[src/rtl/alu_wide_sequencer.sv]
// rtl/alu_wide_sequencer.sv - 32-bit operations sequenced as two passes over a shared 16-bit ALU
module alu_wide_sequencer (
   input  logic        clk,
   input  logic        rst,
   input  logic        req_valid,
   output logic        req_ready,
   input  logic [2:0]  req_func,
   input  logic [31:0] req_a,
   input  logic [31:0] req_b,
   input  logic        req_cin,
   output logic        rsp_valid,
   input  logic        rsp_ready,
   output logic [31:0] rsp_s,
   output logic [3:0]  rsp_cvzn,
   output logic [15:0] alu_a,
   output logic [15:0] alu_b,
   output logic        alu_cin,
   output logic [2:0]  alu_op_type,
   output logic [2:0]  alu_func,
   output logic [2:0]  alu_shift,
   input  logic [15:0] alu_s,
   input  logic [3:0]  alu_cvzn
);

   typedef enum logic [1:0] {IDLE, LO, HI, DONE} state_t;

   state_t      state_q, state_d;
   logic [31:0] a_q, a_d, b_q, b_d, s_q, s_d;
   logic [2:0]  func_q, func_d;
   logic        cin_q, cin_d, c_lo_q, c_lo_d, z_lo_q, z_lo_d;
   logic [3:0]  cvzn_q, cvzn_d;

   assign alu_shift = 3'b000;
   assign rsp_s     = s_q;
   assign rsp_cvzn  = cvzn_q;

   always_comb begin
      state_d     = state_q;
      a_d         = a_q;
      b_d         = b_q;
      func_d      = func_q;
      cin_d       = cin_q;
      s_d         = s_q;
      cvzn_d      = cvzn_q;
      c_lo_d      = c_lo_q;
      z_lo_d      = z_lo_q;
      req_ready   = 1'b0;
      rsp_valid   = 1'b0;
      alu_a       = 16'h0000;
      alu_b       = 16'h0000;
      alu_cin     = 1'b0;
      alu_op_type = 3'b000;
      alu_func    = 3'b000;
      case (state_q)
         IDLE: begin
            req_ready = 1'b1;
            if (req_valid) begin
               a_d     = req_a;
               b_d     = req_b;
               func_d  = req_func;
               cin_d   = req_cin;
               state_d = LO;
            end
         end
         LO: begin
            alu_a       = a_q[15:0];
            alu_b       = b_q[15:0];
            alu_op_type = 3'b001;
            alu_func    = func_q;
            // Only ADC (5) and SBC (7) consume the external carry.
            alu_cin     = func_q[2] & func_q[0] & cin_q;
            s_d[15:0]   = alu_s;
            c_lo_d      = alu_cvzn[3];
            z_lo_d      = alu_cvzn[1];
            state_d     = HI;
         end
         HI: begin
            alu_a       = a_q[31:16];
            alu_b       = b_q[31:16];
            alu_op_type = 3'b001;
            // Arithmetic high pass always chains: ADD/ADC -> ADC, SUB/SBC -> SBC.
            alu_func    = func_q[2] ? {func_q[2:1], 1'b1} : func_q;
            alu_cin     = func_q[2] & c_lo_q;
            s_d[31:16]  = alu_s;
            cvzn_d      = {alu_cvzn[3], alu_cvzn[2], z_lo_q & alu_cvzn[1], alu_cvzn[0]};
            state_d     = DONE;
         end
         DONE: begin
            rsp_valid = 1'b1;
            if (rsp_ready) state_d = IDLE;
         end
         default: state_d = IDLE;
      endcase
   end

   always_ff @(posedge clk or posedge rst) begin
      if (rst) begin
         state_q <= IDLE;
         a_q     <= 32'h0;
         b_q     <= 32'h0;
         func_q  <= 3'b000;
         cin_q   <= 1'b0;
         s_q     <= 32'h0;
         cvzn_q  <= 4'h0;
         c_lo_q  <= 1'b0;
         z_lo_q  <= 1'b0;
      end else begin
         state_q <= state_d;
         a_q     <= a_d;
         b_q     <= b_d;
         func_q  <= func_d;
         cin_q   <= cin_d;
         s_q     <= s_d;
         cvzn_q  <= cvzn_d;
         c_lo_q  <= c_lo_d;
         z_lo_q  <= z_lo_d;
      end
   end

endmodule

[config.mk]
export PLATFORM = sky130hd
export DESIGN_NAME = alu_wide_sequencer
export DESIGN_NICKNAME = d
export VERILOG_FILES = /design/src/rtl/alu_wide_sequencer.sv
export SDC_FILE = /design/constraint.sdc
export NUM_CORES = 1
export LEC_CHECK = 0
export BUFFER_PORTS_ARGS = -buffer_cell sky130_fd_sc_hd__buf_2
export CAP_MARGIN = 40
export CORE_MARGIN = 8
export CORE_UTILIZATION = 50
export DETAILED_ROUTE_END_ITERATION = 16
export PLACE_DENSITY_LB_ADDON = 0.25
export SLEW_MARGIN = 10
export SYNTH_ARGS = -nofsm -noshare
export SYNTH_HDL_FRONTEND = slang
export SYNTH_SLANG_ARGS = --single-unit
[constraint.sdc]
create_clock -name clk -period 3.8 [get_ports clk]
set_input_delay 0.19 -clock clk [delete_from_list [all_inputs] [get_ports clk]]
set_output_delay 0.19 -clock clk [all_outputs]
set_load 0.01 [all_outputs]
Word level (Yosys, flattened, before mapping) --
Cells that the tools add are included.
Word-level totals: register bits 108, bits of input ports 92, output and inout bits 80, logic and storage cells 34
Operators by class: eq/ne operators 5, muxes and demuxes 11, bitwise operators 4, reduce and logical (&&, ||, !) cells 4
Operators by type and width (number):
- 16-bit case mux with 2 select lines | 2
- 2-bit case mux with 4 select lines | 1
- 3-bit case mux with 2 select lines | 1
- 1-bit bitwise AND | 4
- 2-bit equality test, second input constant | 2
- 2-bit 2-to-1 mux | 2
- 2-bit != test, second input constant | 2
- 2-bit AND reduction | 2
- 1-bit 2-to-1 mux | 3
- 3-bit 2-to-1 mux | 1
- 2-bit by 1-bit equality test with 1-bit output, second input constant | 1
- 2-bit logical NOT | 1
- 1-bit case mux with 2 select lines | 1
- 2-bit OR reduction | 1

Longest topological paths before layout --
word-level depth 3, mapped depth 6, depth with buffers taken out 4

Least setup slack after synthesis --
No wires, ideal clock.
path type reg-to-reg, from register state_q[0], to register b_q[0], library setup time 0.125 ns, arrival time 1.454 ns, required time 3.675 ns, path slack 2.220 ns, cell stages (with the launch flop) 7, buffers on the path 2, period minus slack after synthesis 1.580 ns, cell sequence dfrtp_1 -> inv_1 -> ha_1 -> nand2_1 -> buf_6 -> buf_6 -> mux2_4
Between the ends: longest elaborated chain between the ends 2
Ends and longest elaborated chain:
- start, declared | line 27 | state_t state_q, state_d;
- start signal, assigned | line 108 | state_q <= state_d;
- 2-bit logical NOT | line 54 | case (state_q)
- 2-bit AND reduction (no line)
- end signal, assigned | line 100 | b_q <= 32'h0;
- end signal, assigned | line 110 | b_q <= b_d;
- end, declared | line 28 | logic [31:0] a_q, a_d, b_q, b_d, s_q, s_d;
Every way passes these cells. A chain may end at the register's enable or synchronous reset.

Worst setup path after layout --
from register state_q[1], to output alu_b[14]
Between the ends: longest elaborated chain between the ends 2, elaborated cells between the ends (all ways) 3, classes of those cells 2 x eq/ne; 1 x mux
Ends and longest elaborated chain:
- 2-bit equality test / 2-bit by 1-bit equality test with 1-bit output (equally long branches) | line 54
- 16-bit case mux with 2 select lines (*) | line 54
- end, declared | line 16 | output logic [15:0] alu_b,
Mark *: on every way between the ends. The rest lies on a longest branch, timed or not.

==> flow_summary.ini <==
[sta]
slew-limit-headroom = 0.6362
finalSetupTns_ns = 0
finalMaxSlewViolations = 0
period_minus_slack_ns = 2.529
fin_crit_sh = 0.6656
fmax_mhz = 395.4
skew_ns = 0.007646
worst_pin_slew_ns = 0.5457
finalHoldViolCount = 0
finalSetupViolCount = 0
rsz0062_at_grt = no

[setup_path]
crit_required_ns = 3.61
worst-path-buf-inv = 3
critPathSlowestCell = buf_4
slowest_delay_ns = 0.48
critical-path-top-delay-family = buffers and inverters
r2r-start = state_q[1]$_DFFE_PP0P_
crit_path_start = state_q[1]$_DFFE_PP0P_
path_max_fanout = 36
worst_setup_path_start_kind = flop
worstSetupPathType = flop to output port
cp_cell_sequence = inv_1, ha_2, buf_4, a22oi_1, nor2b_1, buf_2
endpoint_kind = output port
cp.arrival_ns = 2.34

[synth]
synth_compound_area_frac = 0.05932
synth_top_family_by_area = multiplexers
syn_area_mm2 = 0.004746
ys_seq_elements = 108
ys_types = 20
synth.mux.area_fraction = 0.2673
ys_warn_count = 0
avgSynthCellArea_um2 = 14.25
synth-xor-area-share = 0
yosys.area_share.simple = 0.05088
synthCells = 333
synthAdderAreaFrac = 0.01318
seq_area_frac_synth = 0.5695

[cells_and_area]
post-route-cell-area_mm2 = 0.005909
diodes = 0
final_cell_mix = 166 x buf_2, 108 x dfrtp_1, 86 x mux2_2, 33 x nor2b_1, 32 x a22oi_1
finalNetCount = 591
fill_cells = 757
drive_gt1_frac = 0.5952
syn_to_final_growth_pct = 24.52
layout_commonest_cell = buf_2

[power]
vdd.ir_drop.worst_uv = 475.7
p_leak_nw = 2.883
pwr_density_cell_mw_per_mm2 = 891.8

[cts]
postCtsSetupRepairBufs = 0
clkTransAtPathRegs_ns = 0.10
h-tree-depth = 3
cts_tree = yes
cts_buffer_depth = 2
cts_root_buffer = clkbuf_8
numCtsBuffers = 9
cts_sinks = 108
post_cts_resized = 0
worstSkewPairLatency_ns = 0.36

[hold_path]
min_from = req_func[0]
hp-class = input port to flop

[routing]
drt_iter0_markers = 113
num_vias = 3155
wl_per_cell_um = 17.98
wl_mm = 11.29
dr.pass1.iters = 4
via_per_inst = 5.024
drc = 0
postRouteAntennaNets = 0

[floorplan]
fp.dieH_um = 113.4
start_util = 0.5136
rows = 35
core_region_area_mm2 = 0.009240
chipWidth_um = 113.4
io_pins = 172
die-area_mm2 = 0.01287

[grt]
grt.overflow.total = 0
grt_max_degree = 55
grt_use_total = 0.1800
antenna_found_initial = 0
grt_pass1_wl_mm = 18.48
grt_pass1_vias = 3602

[placement]
gp_congestion = 0.7623
place_area_mm2 = 0.005712
port_buffers = 166
dpl.hpwl_mm = 8.360

[run]
cap_violations = 0

[outcome]
status = finished clean
-- through the flow --
step | hold slack (ns) | power [mW] | util | worst slack, ns | std cells
finish | 0.04909 | 5.270 | 0.6395 | 1.271 | 628
global route | 0.02532 | 5.638 | 0.6395 | 1.105 | 628
global placement | 0.4220 | 4.506 | 0.6092 | 1.664 | 608
CTS | 0.02180 | 5.350 | 0.6395 | 1.232 | 628
floorplan | 0.3369 | 3.785 | - | 0.7644 | 337
detailed placement | 0.2848 | 4.673 | 0.6181 | 1.653 | 611
-- worst register-to-register path, delay by kind of cell, from the launching register on --
kind,cells,cell delay (ns)
adder cells (fa/ha/maj),1,0.43
buffers and inverters,2,0.58
flip-flops,1,0.44
multiplexers,1,0.40
-- path summary, 6_finish.rpt --
path                                              end  slack, ns  cells after the start
worst min-delay path            func_q[0]$_DFFE_PP0P_       0.05                      2
worst max register to register   rsp_s[2]$_DFFE_PP0N_       1.84                      4
max in group asynchronous          b_q[0]$_DFFE_PP0P_       2.70                      4
min in group asynchronous       rsp_s[24]$_DFFE_PP0N_       0.42                      3
worst max-delay path                        alu_b[14]       1.27                      6
worst min register to register  rsp_s[30]$_DFFE_PP0N_       0.51                      1
-- cells by family after synthesis --
group | after synthesis
AO/OA/AOI/OAI | 38
multiplexers | 106
AND/OR/NAND/NOR | 42
flip-flops | 108
adder cells (fa/ha/maj) | 5
buffers and inverters | 33
other | 1
-- layer usage --
metal  share of wire  wire length, µm  GRT usage  vias up
li1                -                -          -     1482
met1            0.41             4583     0.2102     1572
met3           0.067              757    0.05335       10
met2            0.52             5858     0.3119       91
met5               0                0          0        -
met4          0.0084               95    0.05595        0
-- report_power, final --
part	switching (mW)	internal [mW]	total, mW
registers	0.315	1.74	2.06
clock network	0.380	0.278	0.658
logic	1.17	1.38	2.55
-- layout make-up --
type                       count  area, µm²  share of cell area
clock buffer                  12      155.1             0.02625
clock inverter                 4      32.53            0.005505
inverter                       5      21.27            0.003599
multi-input combinational    196       1883              0.3187
sequential                   108       2703              0.4573
tap                          129      161.4             0.02731
timing repair buffer         174      953.4              0.1613
-- cell usage after synthesis, drive strengths merged --
cell / count / area (µm²)
a21boi: 1 / 7.510
a21oi: 1 / 5.000
a22oi: 32 / 240.2
a32oi: 1 / 8.760
buf: 22 / 143.9
clkbuf: 6 / 22.52
conb: 1 / 3.750
dfrtp: 108 / 2703
ha: 5 / 62.56
inv: 5 / 18.77
mux2: 106 / 1269
nand2: 4 / 15.01
nand3: 1 / 5.000
nor2: 4 / 15.01
nor2b: 33 / 206.5
o21ai: 2 / 10.01
o32a: 1 / 10.01
-- flip-flops by register name (all words and copies together), names as in the netlist --
register and flops:
a_q 32, rsp_s 32, cin_q 1, z_lo_q 1
func_q 3, rsp_cvzn 4, c_lo_q 1, state_q 2
b_q 32
-- timing repair --
action / 4_1_cts / 5_1_grt
endpoints found under the setup margin: 0 / 0
hold buffers: 1 / 0
hold endpoints to repair: 40 / 0
(Power assumes the default switching activity.)
